[src/rtl/cdb_arbiter.sv]
// Round-robin arbiter for the Common Data Bus with a one-cycle registered broadcast.
// grant_o is combinational; cdb_*_o follow one edge after a grant.
module cdb_arbiter #(
  parameter int NUM_REQ = 3,
  parameter int TAG_W   = 6,
  parameter int DATA_W  = 32,
  localparam int SRC_W  = $clog2(NUM_REQ)
) (
  input  logic                      clk_i,
  input  logic                      rst_i,
  input  logic [NUM_REQ-1:0]        req_valid_i,
  input  logic [NUM_REQ*TAG_W-1:0]  req_tag_i,
  input  logic [NUM_REQ*DATA_W-1:0] req_data_i,
  input  logic                      cdb_stall_i,
  input  logic                      flush_i,
  output logic [NUM_REQ-1:0]        grant_o,
  output logic                      cdb_valid_o,
  output logic [TAG_W-1:0]          cdb_tag_o,
  output logic [DATA_W-1:0]         cdb_data_o,
  output logic [SRC_W-1:0]          cdb_src_o
);

  logic [SRC_W-1:0]  rr_ptr_q, rr_ptr_d;
  logic              cdb_valid_q;
  logic [TAG_W-1:0]  cdb_tag_q, cdb_tag_d;
  logic [DATA_W-1:0] cdb_data_q, cdb_data_d;
  logic [SRC_W-1:0]  cdb_src_q, cdb_src_d;

  logic              found;
  logic              grant_vld;
  logic [SRC_W-1:0]  winner;
  logic [TAG_W-1:0]  win_tag;
  logic [DATA_W-1:0] win_data;
  int                j;

  // Scan from rr_ptr upward with an explicit wrap so non-power-of-2 NUM_REQ is handled.
  always_comb begin
    found    = 1'b0;
    winner   = '0;
    win_tag  = '0;
    win_data = '0;
    j        = 0;
    for (int k = 0; k < NUM_REQ; k++) begin
      j = int'(rr_ptr_q) + k;
      if (j >= NUM_REQ) j = j - NUM_REQ;
      if (!found && req_valid_i[j]) begin
        found    = 1'b1;
        winner   = SRC_W'(j);
        win_tag  = req_tag_i[j*TAG_W +: TAG_W];
        win_data = req_data_i[j*DATA_W +: DATA_W];
      end
    end
  end

  assign grant_vld = found & ~cdb_stall_i & ~flush_i & ~rst_i;
  assign grant_o   = grant_vld ? (NUM_REQ'(1) << winner) : '0;

  always_comb begin
    rr_ptr_d   = rr_ptr_q;
    cdb_tag_d  = cdb_tag_q;
    cdb_data_d = cdb_data_q;
    cdb_src_d  = cdb_src_q;
    if (grant_vld) begin
      rr_ptr_d   = (winner == SRC_W'(NUM_REQ - 1)) ? '0 : winner + 1'b1;
      cdb_tag_d  = win_tag;
      cdb_data_d = win_data;
      cdb_src_d  = winner;
    end
  end

  // Without a grant the payload holds; only the valid bit drops.
  always_ff @(posedge clk_i) begin
    if (rst_i) begin
      rr_ptr_q    <= '0;
      cdb_valid_q <= 1'b0;
      cdb_tag_q   <= '0;
      cdb_data_q  <= '0;
      cdb_src_q   <= '0;
    end else begin
      rr_ptr_q    <= rr_ptr_d;
      cdb_valid_q <= grant_vld;
      cdb_tag_q   <= cdb_tag_d;
      cdb_data_q  <= cdb_data_d;
      cdb_src_q   <= cdb_src_d;
    end
  end

  assign cdb_valid_o = cdb_valid_q;
  assign cdb_tag_o   = cdb_tag_q;
  assign cdb_data_o  = cdb_data_q;
  assign cdb_src_o   = cdb_src_q;

endmodule

[config.mk]
export PLATFORM = sky130hd
export DESIGN_NAME = cdb_arbiter
export DESIGN_NICKNAME = d
export VERILOG_FILES = /design/src/rtl/cdb_arbiter.sv
export SDC_FILE = /design/constraint.sdc
export NUM_CORES = 1
export LEC_CHECK = 0
export CORE_UTILIZATION = 35
export CTS_CLUSTER_DIAMETER = 100
export DETAILED_ROUTE_END_ITERATION = 6
export SLEW_MARGIN = 30
export SYNTH_ARGS = -nofsm -noshare
export SYNTH_HDL_FRONTEND = slang
export SYNTH_SLANG_ARGS = --single-unit
[constraint.sdc]
create_clock -name clk_i -period 4.5 [get_ports clk_i]
set_input_delay 0.9 -clock clk_i [delete_from_list [all_inputs] [get_ports clk_i]]
set_output_delay 0.9 -clock clk_i [all_outputs]
set_load 0.02 [all_outputs]
==> results of run 1 <==
[path summary, 6_finish.rpt]
path                               endpoint  slack, ns  cells past startpoint
hold / removal    cdb_src_o[0]$_SDFFE_PP0P_       0.47                      2
setup / recovery                 grant_o[1]       0.29                      9
hold reg to reg   cdb_src_o[0]$_SDFFE_PP0P_       0.47                      2
setup reg to reg  cdb_tag_o[5]$_SDFFE_PP0P_       0.70                      9
[state kept, by name, summed over array words and instances (netlist names)]
| signal | cells |
|---|---|
| cdb_data_o | 32 |
| cdb_src_o | 2 |
| rr_ptr_q | 2 |
| cdb_valid_o | 1 |
| cdb_tag_o | 6 |
[cell families after synthesis]
family	count (synthesis)	share of synthesized area, %
other	1	0.0646
multiplexers	145	28.2
buffers and inverters	87	7.17
XOR/XNOR	2	0.302
flip-flops	43	14.8
AND/OR/NAND/NOR	150	12.5
AO/OA/AOI/OAI	253	34.5
adder cells (fa/ha/maj)	10	2.41
[worst register-to-register path, cell delays in order (launching register included)]
cell	delay (ns)
dfxtp_1	0.50
inv_1	0.19
ha_4	0.33
buf_4	0.53
or4b_1	0.23
a21oi_1	0.13
or2_1	0.51
buf_12	0.29
a2111oi_0	0.74
o32ai_1	0.20
[power by group]
group	switching [mW]	total [mW]	internal [mW]
registers	0.0158	0.419	0.404
clock network	0.165	0.401	0.237
logic	0.349	0.689	0.340
[metrics by stage]
step	instances	total power [mW]
2_1_floorplan	691	0.828
3_3_place_gp	1014	1.09
3_5_place_dp	1016	1.11
4_1_cts	1024	1.51
5_1_grt	1025	1.59
6_report	1025	1.51
[area by class of cell]
class                           instances  area, um2
Clock buffer                            7        153
Multi-Input combinational cell        561       4610
Timing Repair Buffer                  187       1870
Inverter                               10       37.5
Sequential cell                        43        861
Clock inverter                          1       7.51
Tap cell                              216        270
Fill cell                            1513       8250
[Yosys cell counts, types with 3 or more instances]
library cell	n	area, um2
mux2i_1	95	951
nand2_1	47	176
a21oi_1	44	220
nor2_1	44	165
dfxtp_1	43	861
mux2_2	39	439
a22oi_1	35	263
o2bb2ai_1	35	307
a32o_1	32	320
o211ai_2	30	375
clkbuf_1	29	109
buf_2	27	135
o21ai_0	26	130
o21ai_1	16	80.1
mux4_2	11	248
buf_1	10	37.5
nor2b_1	10	62.6
inv_1	9	33.8
ha_1	8	100
buf_4	7	52.6
nand2b_1	7	43.8
nor3_1	7	35.0
and3_1	6	37.5
nand3_1	6	30.0
a221oi_1	4	35.0
a311oi_1	4	35.0
and2_1	4	25.0
buf_6	4	45.0
o211ai_1	4	30.0
a211oi_1	3	22.5
nand4b_1	3	26.3
o32ai_1	3	26.3
[routing by layer]
layer | share of wire (%) | track usage, % | routed length, um | up-vias
met2 | 48 | 40.2 | 9920 | 246
li1 | - | - | - | 2932
met5 | 0 | 0 | 0 | -
met1 | 44 | 31.2 | 9030 | 3077
met3 | 6.8 | 4.80 | 1400 | 30
met4 | 1.7 | 7.71 | 359 | 0
[placed cells by master, fill, tap and decap left out, drive strengths merged, types with 2 or more instances in the layout]
master	instances
a221oi	4
a211oi	3
nand2	47
and3	6
o211ai	34
fa	2
nor3	7
clkbuf	7
o221ai	2
a311oi	4
nand2b	7
clkdlybuf4s50	164
nand3b	2
nand3	6
ha	8
nor2	45
and4	2
o22ai	2
buf	23
inv	10
nor2b	10
nand4	3
mux4	11
nand4b	3
o32ai	3
o2bb2ai	36
a21oi	44
a32o	32
mux2	39
and2	5
or2	3
a22oi	35
a2111oi	4
o21ai	42
dfxtp	43
mux2i	95
==> impl_metrics.py, run 1 <==
metrics = {
    "cts": {
        "numCtsBuffers": 5,
        "cts_sinks": 43,
        "cts_tree": "yes",
        "cts_setup_buffers": 0,
        "clk_pin_slew_worst_paths_ns": 0.07,
        "clock_latency_ns": 0.29,
        "htree_levels": 2,
        "cts_root_buf": "clkbuf_16",
        "cts_resized": 0,
        "cts_max_path_buffers": 2,
        "postCtsHoldBufs": 0,
    },
    "worst_setup_path": {
        "cpMaxStageDelayCell": "clkdlybuf4s50_1",
        "worst-path-max-fanout": 51,
        "r2r_start": "rr_ptr_q[1]$_SDFFE_PP0P_",
        "cp.required_ns": 3.60,
        "path_class": "flop to primary output",
        "crit_path_max_incr_delay_ns": 0.59,
        "endpoint_kind": "primary output",
        "path_cells": "inv_1 -> ha_4 -> buf_4 -> o21ba_2 -> nor3_1 -> o21ai_0 -> nand3b_1 -> inv_1 -> clkdlybuf4s50_1",
        "cp.buffers_inverters": 4,
        "crit_start": "rr_ptr_q[1]$_SDFFE_PP0P_",
        "arrival_ns": 3.31,
        "path_delay_family": "buffers and inverters",
        "startpoint_type": "flop",
        "path_common_cell": "inv_1",
    },
    "synthesis": {
        "yosysUniqueCellTypes": 62,
        "synth-seq-cells": 43,
        "ys_warn_count": 0,
        "synth_edf_count": 0,
        "synth_ff_type": "dfxtp_1",
        "postSynth.asyncResetShare_pct": 0,
        "syn_inst": 691,
        "yosysSeqAreaShare_pct": 14.8,
        "syn_nets": 822,
        "netlist_area_mm2": 0.00581,
        "syn_area_per_cell_um2": 8.41,
    },
    "floorplanning": {
        "die-area_mm2": 0.0171,
        "coreArea_mm2": 0.0161,
        "ios": 165,
        "fp.dieW_um": 131,
        "std_cell_rows": 46,
        "dieHeight_um": 131,
        "start_util_pct": 36.2,
    },
    "sta": {
        "slew_viol_final": 0,
        "max_freq_mhz": 238,
        "relSlewSlack_pct": 37.8,
        "fin_skew_ns": 0.00943,
        "finalSetupViolCount": 0,
        "rsz0062_at_grt": "false",
        "min_period_over_period_pct": 93.5,
        "final_hold_viol_count": 0,
        "tns_ns": 0,
        "tightest_slew_ns": 0.933,
        "hold_slack_ns": 0.469,
        "setup_slack_ns": 0.293,
        "period_minus_slack_ns": 4.21,
    },
    "route": {
        "ant_nets": 0,
        "wl_per_cell_um": 20.2,
        "routed_wl_mm": 20.7,
        "drc": 0,
        "vias_per_cell": 6.13,
        "via_count": 6285,
        "drt_iter0_drc": 432,
        "first_pass_iters": 5,
    },
    "power_and_ir_drop": {
        "p_per_area_mw_per_mm2": 193,
        "ir_worst_vdd_mv": 0.177,
        "cellLeakagePower_nw": 2.57,
    },
    "final_layout": {
        "area_growth_pct": 34.5,
        "final_util_pct": 48.7,
        "drive_above_1_share_pct": 16.2,
        "stdcell_area_mm2": 0.00781,
        "diodes": 0,
        "finalNetCount": 939,
    },
    "placed_design": {
        "hpwl_mm": 14.4,
        "place_ws_ns": 0.400,
        "place_congestion": 0.860,
        "placed_cell_area_mm2": 0.00762,
        "portBuffers": 164,
    },
    "grt": {
        "antenna_found_initial": 0,
        "grt.total_usage_pct": 24.1,
        "gr-total-overflow": 0,
        "grt_pass1_vias": 6208,
        "grt_pass1_wl_mm": 32.4,
        "grt_max_degree": 76,
    },
    "run": {
        "maxCapViolCount": 0,
    },
    "outcome": {
        "outcome": "complete, no violations",
    },
    "min_path": {
        "hp-class": "flop to flop",
        "min_from": "cdb_src_o[0]$_SDFFE_PP0P_",
    },
}
No activity file was read; power rests on OpenSTA's default activity.
==> run 2, diff against run 1 <==
--- a/config.mk
+++ b/config.mk
@@ -6,7 +6,6 @@
 export NUM_CORES = 1
 export LEC_CHECK = 0
 export CORE_UTILIZATION = 35
-export CTS_CLUSTER_DIAMETER = 100
 export DETAILED_ROUTE_END_ITERATION = 6
 export SLEW_MARGIN = 30
 export SYNTH_ARGS = -nofsm -noshare
==> results of run 2 <==
Final layout, timing and power as in run 1 (identical DEF).
==> run 3, diff against run 2 <==
--- a/config.mk
+++ b/config.mk
@@ -7,6 +7,7 @@
 export LEC_CHECK = 0
 export CORE_UTILIZATION = 35
 export DETAILED_ROUTE_END_ITERATION = 6
+export DONT_BUFFER_PORTS = 1
 export SLEW_MARGIN = 30
 export SYNTH_ARGS = -nofsm -noshare
 export SYNTH_HDL_FRONTEND = slang
==> impl_metrics.py, run 3 (synthesized netlist as in run 1, its figures left out) <==
metrics = {
    "outcome": {
        "outcome": "complete, no violations",
    },
    "worst_setup_path": {
        "cp.required_ns": 3.60,
        "arrival_ns": 3.05,
        "path_common_cell": "inv_1",
        "path_delay_family": "simple AND/OR/NAND/NOR gates",
        "path_cells": "inv_1 -> ha_4 -> and2b_1 -> a2111oi_2 -> nand4_2 -> or2_2 -> inv_1",
        "startpoint_type": "flop",
        "cp.buffers_inverters": 2,
        "cpMaxStageDelayCell": "ha_4",
        "crit_path_max_incr_delay_ns": 0.56,
        "path_class": "flop to primary output",
        "worst-path-max-fanout": 29,
        "endpoint_kind": "primary output",
    },
    "final_layout": {
        "final_common_cell": "mux2i_1",
        "largest_reg_flops": 32,
        "area_growth_pct": 4.48,
        "fin_cells": 852,
        "finalNetCount": 766,
        "layout_common_cells": "mux2i_1 (95), nand2_1 (47), a21oi_1 (44)",
        "drive_above_1_share_pct": 19.0,
        "diodes": 0,
    },
    "route": {
        "wl_per_cell_um": 22.2,
        "ant_nets": 0,
        "drc": 0,
        "routed_wl_mm": 18.9,
        "via_count": 5533,
        "vias_per_cell": 6.49,
        "drt_iter0_drc": 286,
        "first_pass_iters": 5,
    },
    "placed_design": {
        "dp.cells": 842,
        "place_congestion": 0.924,
        "hpwl_mm": 13.3,
        "portBuffers": 0,
    },
    "cts": {
        "clock_latency_ns": 0.29,
        "cts_resized": 0,
        "clk_pin_slew_worst_paths_ns": 0.06,
        "cts_root_buf": "clkbuf_16",
        "cts_max_path_buffers": 2,
        "postCtsHoldBufs": 0,
        "cts_tree": "yes",
        "htree_levels": 2,
        "cts_setup_buffers": 0,
        "cts_sinks": 43,
        "numCtsBuffers": 5,
    },
    "min_path": {
        "hp-class": "flop to flop",
    },
    "power_and_ir_drop": {
        "p_per_area_mw_per_mm2": 210,
        "ir_worst_vdd_mv": 0.135,
        "fin_total_pwr_mw": 1.27,
        "comb_power_share_pct": 35.8,
        "p_clk_share_pct": 28.7,
        "swShare_pct": 35.8,
        "p_int_mw": 0.817,
        "seq_power_share_pct": 35.5,
        "p_sw_mw": 0.456,
        "cellLeakagePower_nw": 1.89,
    },
    "grt": {
        "use_met3_pct": 7.94,
        "grt_use_met2_pct": 37.7,
        "grt_max_degree": 55,
        "grt_pass1_wl_mm": 29.4,
        "grt.total_usage_pct": 22.0,
        "grt_pass1_vias": 5511,
        "use_met1_pct": 25.0,
        "antenna_found_initial": 0,
        "busiest_layer": "met2",
        "gr-total-overflow": 0,
    },
    "floorplanning": {
        "die-area_mm2": 0.0171,
        "ios": 165,
        "fp.dieW_um": 131,
        "coreArea_mm2": 0.0161,
        "std_cell_rows": 46,
        "start_util_pct": 36.2,
        "dieHeight_um": 131,
    },
    "sta": {
        "tns_ns": 0,
        "finalSetupViolCount": 0,
        "max_freq_mhz": 253,
        "final_hold_viol_count": 0,
        "rsz0062_at_grt": "false",
        "slew_viol_final": 0,
        "min_period_over_period_pct": 87.8,
        "period_minus_slack_ns": 3.95,
        "relSlewSlack_pct": 33.4,
        "fin_skew_ns": 0.0109,
        "tightest_slew_ns": 0.999,
    },
    "run": {
        "maxCapViolCount": 0,
    },
}
## run 3: cell types whose count changed in the layout (fill, tap and decap cells not counted), sizes merged
| cell | change |
|---|---|
| clkbuf | -1 |
| clkinv | +1 |
| clkdlybuf4s50 | -164 |
| buf | -9 |
## run 3: area by class of cell
class / count / area [um2]
fillers: 1604 / 9990
multi-input cells: 561 / 4610
flip-flops and latches: 43 / 861
well taps: 216 / 270
repair buffers: 14 / 145
clock buffers: 6 / 129
inverters: 10 / 37.5
clock inverters: 2 / 12.5
## run 3: path summary, 6_finish.rpt
| kind | from | end | slack [ns] | cells after the start |
|---|---|---|---|---|
| worst max-delay path | rr_ptr_q[1]$_SDFFE_PP0P_ | grant_o[2] | 0.55 | 7 |
| worst max register to register | rr_ptr_q[1]$_SDFFE_PP0P_ | cdb_data_o[6]$_SDFFE_PP0P_ | 0.99 | 9 |
| worst min-delay path | cdb_src_o[0]$_SDFFE_PP0P_ | cdb_src_o[0]$_SDFFE_PP0P_ | 0.56 | 2 |
| worst min register to register | cdb_src_o[0]$_SDFFE_PP0P_ | cdb_src_o[0]$_SDFFE_PP0P_ | 0.56 | 2 |
## run 3: power by group through the flow
stage	combinational, mW	clock [mW]	sequential (mW)
2_1_floorplan	0.378	0	0.450
3_3_place_gp	0.437	0	0.461
4_1_cts	0.450	0.375	0.452
3_5_place_dp	0.448	0	0.461
6_report	0.456	0.365	0.452
5_1_grt	0.499	0.390	0.455
## run 3: worst register-to-register path, cell delays in order, from the launching register on
cell and delay, ns:
dfxtp_1 0.39, inv_1 0.20, ha_4 0.56, nor2b_1 0.58, o21ai_1 0.17, nand4_2 0.25
inv_2 0.08, buf_4 0.29, nor2_4 0.71, a32o_1 0.24
## run 3: metal layers
| layer | up-vias | wire [um] |
|---|---|---|
| met2 | 211 | 9290 |
| met4 | 0 | 407 |
| li1 | 2582 | - |
| met5 | - | 0 |
| met3 | 29 | 1770 |
| met1 | 2711 | 7480 |
## run 3: metrics by stage
step	hold slack, ns	area [um2]	util, %	setup WS, ns
floorplan	0.486	5810	-	1.21
global placement	0.555	5870	36.6	1.02
detailed placement	0.554	5870	36.6	0.853
CTS	0.562	6010	37.4	0.537
global route	0.590	6070	37.8	0.306
finish	0.557	6070	37.8	0.549
==> patch 1, RTL diff (settings of run 1) <==
Change the parameter `DATA_W` from 32 to 48.
--- a/src/rtl/cdb_arbiter.sv
+++ b/src/rtl/cdb_arbiter.sv
@@ -3,7 +3,7 @@
 module cdb_arbiter #(
   parameter int NUM_REQ = 3,
   parameter int TAG_W   = 6,
-  parameter int DATA_W  = 32,
+  parameter int DATA_W  = 48,
   localparam int SRC_W  = $clog2(NUM_REQ)
 ) (
   input  logic                      clk_i,
Ports: changed (resized cdb_data_o and req_data_i); port bits go from 165 to 229. No check against the original RTL was run, so the function may have changed too.
==> patch 1 against run 1 <==
  * The run now ends with max-slew violations left
  * Sequential cell count increased by 16
  * Area after synthesis grew 120%
  * Sequential power grew 37%
  * Total power rose by 82%
  * Worst setup slack gained 0.18 ns
  * Design area increased by 100%
  * Routed wire length rose to 2.8 times the old value
  * Largest power group unchanged
==> patch 1: results (changes against run 1) <==
initial drt markers: 1,968 (was 432)
leak pwr: 4.67 nW (was 2.57 nW)
antenna violations before repair: 2 (was 0)
worst slew pin tran: 2.92 ns (was 0.933 ns)
Syn Area/Cell: 9.13 um2 (was 8.41 um2)
post-synthesis xor/xnor area fraction: 0.136% (was 0.302%)
failing checks: max-slew violations
drt total wl: 57.0 mm (was 20.7 mm)
Worst R2R Path Depth: 8 (was 9)
met3 Use GR: 6.85% (was 4.80%)
DP Worst Slack: 0.558 ns (was 0.400 ns)
Hold EP: cdb_src_o[1] (was cdb_src_o[0])
M1 GR Usage: 41.1% (was 31.2%)
Period minus WS final: 4.03 ns (was 4.21 ns)
port buffer count: 228 (was 164)
Synth top cells by count: 220 x mux2i_1, 120 x mux4_2, 110 x nand2_1 (was 95 x mux2i_1, 47 x nand2_1, 44 x a21oi_1, 44 x nor2_1, 43 x dfxtp_1)
outcome: finished, violations left (was finished clean)
DR WL met2: 24.9 mm (was 9.92 mm)
GPL Wtd Cong: 0.938 (was 0.860)
clk_skew: 0.00739 ns (was 0.00943 ns)
placed inst area: 15,300 um2 (was 7620 um2)
Slew Limit Fails: 26 (was 0)
DP Cell Count: 1,993 (was 1,016)
register area share after synthesis: 9.19% (was 14.8%)
max reg flops: 48 (was 32)
post-synthesis adder-cell area fraction: 1.09% (was 2.41%)
met1 WL: 23.5 mm (was 9.03 mm)
DR top layer: met5 (was met4)
reg-to-reg endpoint: cdb_data_o[22] (was cdb_tag_o[5])
vias in the first global route: 13,400 (was 6,208)
CTS buffer count: 9 (was 5)
vias per cell: 7.03 (was 6.13)
largest net degree at the start of global routing: 127 (was 76)
Mapped Nets: 1,587 (was 822)
VDD IR-drop max: 0.191 mV (was 0.177 mV)
Pre-antenna DRT Iters: 7 (was 5)
worst min-delay path startpoint: cdb_src_o[1] (was cdb_src_o[0])
share of cells above drive strength 1: 18.5% (was 16.2%)
met3 wire length: 6.59 mm (was 1.40 mm)
==> patch 1: cell types whose count changed after synthesis, sizes merged, moves of 28 or more <==
cell / delta
nand2: +63
o21ai: +65
buf: +70
mux4: +113
mux2i: +125
a31oi: +63
mux2: +28
==> patch 1: layout make-up <==
| type | instances | area (um2) |
|---|---|---|
| Clock buffer | 13 | 270 |
| Multi-Input combinational cell | 1171 | 10700 |
| Sequential cell | 59 | 1180 |
| Fill cell | 3486 | 20200 |
| Antenna cell | 2 | 5.00 |
| Inverter | 18 | 67.6 |
| Clock inverter | 2 | 10.0 |
| Tap cell | 461 | 577 |
| Timing Repair Buffer | 286 | 2830 |
==> patch 1: power groups by stage <==
stage	logic, mW	clock network [mW]	registers, mW
after floorplan	0.823	0	0.607
after global placement	1.39	0	0.584
after detailed placement	1.40	0	0.584
after CTS	1.41	0.730	0.573
after global routing	1.52	0.752	0.575
final	1.45	0.727	0.573
==> patch 2, RTL diff (config.mk and constraints of run 1) <==
Made on the original files. Take the reset off `cdb_data_q` and load it in a clocked block of its own.
--- a/src/rtl/cdb_arbiter.sv
+++ b/src/rtl/cdb_arbiter.sv
@@ -74,15 +74,17 @@
       rr_ptr_q    <= '0;
       cdb_valid_q <= 1'b0;
       cdb_tag_q   <= '0;
-      cdb_data_q  <= '0;
       cdb_src_q   <= '0;
     end else begin
       rr_ptr_q    <= rr_ptr_d;
       cdb_valid_q <= grant_vld;
       cdb_tag_q   <= cdb_tag_d;
-      cdb_data_q  <= cdb_data_d;
       cdb_src_q   <= cdb_src_d;
     end
+  end
+
+  always_ff @(posedge clk_i) begin
+    cdb_data_q <= cdb_data_d;
   end
 
   assign cdb_valid_o = cdb_valid_q;
Check against the original RTL: differs if rst_i is asserted again (counterexample within 4 cycles, from zero or initial values and one cycle with rst_i high); with rst_i held inactive, the same outputs for 4 cycles.
==> patch 2 against run 1 <==
  * Worst setup slack improved by 0.056 ns
  * Critical endpoint unchanged
  * Design area decreased by 3.7%
  * Combinational power decreased by 15%
  * Synthesized cell count decreased by 1.9%
  * Clock power fell by 8.0%
  * Total power down 6.3%
  * Register-to-register slack better by 0.15 ns
  * Area after synthesis down 2.2%
  * Sequential cell count is the same
  * Routed wire length down 1.4%
  * Sequential share of layout area increased by 4.7 points
  * Largest power group unchanged
==> patch 2: results (changes against run 1) <==
vias in the first global route: 6,202 (was 6,208)
share of cells above drive strength 1: 8.40% (was 16.2%)
initial drt markers: 562 (was 432)
Hold WC Path Type: reg -> reg (unchanged)
post-synthesis xor/xnor area fraction: 0.154% (was 0.302%)
clk_skew: 0.00257 ns (was 0.00943 ns)
Max Clock Freq: 0.241 GHz (was 0.238 GHz)
maximum fanout along the worst path: 8 (was 51)
Hold Path Depth: 2 (unchanged)
hold_ws: 0.466 ns (was 0.469 ns)
clock share of power: 26.1% (was 26.6%)
Mapped Nets: 809 (was 822)
post-synthesis mux area share: 27.4% (was 28.2%)
number of synthesized flops with an enable pin: 32 (was 0)
register area share after synthesis: 20.8% (was 14.8%)
drt total wl: 20.4 mm (was 20.7 mm)
postcts setup bufs: 0 (unchanged)
critical path arrival: 3.25 ns (was 3.31 ns)
VDD IR-drop max: 0.117 mV (was 0.177 mV)
Synth top cells by count: 119 x mux2i_1, 82 x nand2_1, 72 x o21ai_0 (was 95 x mux2i_1, 47 x nand2_1, 44 x a21oi_1, 44 x nor2_1, 43 x dfxtp_1)
post_cts resized: 0 (unchanged)
outcome: finished clean (unchanged)
Hold EP: cdb_src_o[0] (unchanged)
Vias: 6,119 (was 6,285)
Worst R2R Path Depth: 10 (was 9)
final HPWL from detailed placement: 13.4 mm (was 14.4 mm)
sw frac: 33.6% (was 35.1%)
DP Cell Count: 1,007 (was 1,016)
M1 GR Usage: 30.8% (was 31.2%)
first-pass GRT wire length: 31.6 mm (was 32.4 mm)
WL/cell: 20.1 um (was 20.2 um)
Rel. slew slack: 40.6% (was 37.8%)
post-synth cell types: 67 (was 62)
Filler Cell Count: 1,540 (was 1,513)
Psw: 0.476 mW (was 0.530 mW)
NumNets Final: 929 (was 939)
Worst Setup SP: req_valid_i[0] (was rr_ptr_q[1])
Global Route Usage Sum: 23.9% (was 24.1%)
ys flop type: edfxtp_1 (was dfxtp_1)
leak pwr: 2.33 nW (was 2.57 nW)
met3 Use GR: 3.14% (was 4.80%)
post-synthesis adder-cell area fraction: 2.64% (was 2.41%)
combinational cell power: 0.587 mW (was 0.689 mW)
synth top area cells: mux2i_1 21%, edfxtp_1 17%, o21ai_0 6.3% (was mux2i_1 16%, dfxtp_1 15%, mux2_2 7.6%)
critical path's slowest cell: clkdlybuf4s50_1 (unchanged)
reg-to-reg endpoint: cdb_tag_o[1] (was cdb_tag_o[5])
internal reg-to-reg setup slack: 0.85 ns (was 0.70 ns)
Synth Area in Compound Gates: 24.4% (was 34.5%)
grt met2 use: 41.0% (was 40.2%)
clock buffer depth: 2 (unchanged)
largest net degree at the start of global routing: 95 (was 76)
Gate Count Post-Synth: 678 (was 691)
GPL Wtd Cong: 0.875 (was 0.860)
DP Worst Slack: 0.355 ns (was 0.400 ns)
patch 2: layer usage:
metal	share of wire [%]	wire (um)	vias up
met5	0	0	-
li1	-	-	2805
met1	43	8800	3005
met4	1.9	379	0
met3	6.9	1400	23
met2	48	9850	286
patch 2: through the flow:
step / area [um2] / utilization [%]
2_1_floorplan: 5680 / -
3_3_place_gp: 7380 / 46.5
3_5_place_dp: 7390 / 46.5
4_1_cts: 7520 / 47.3
5_1_grt: 7520 / 47.3
6_report: 7520 / 47.3
patch 2: final cells by class:
| class | instances | share of cell area (%) |
|---|---|---|
| Inverter | 11 | 0.566 |
| Clock buffer | 5 | 1.66 |
| Timing Repair Buffer | 181 | 23.6 |
| Multi-Input combinational cell | 556 | 54.8 |
| Tap cell | 216 | 3.59 |
| Clock inverter | 2 | 0.116 |
| Sequential cell | 43 | 15.7 |
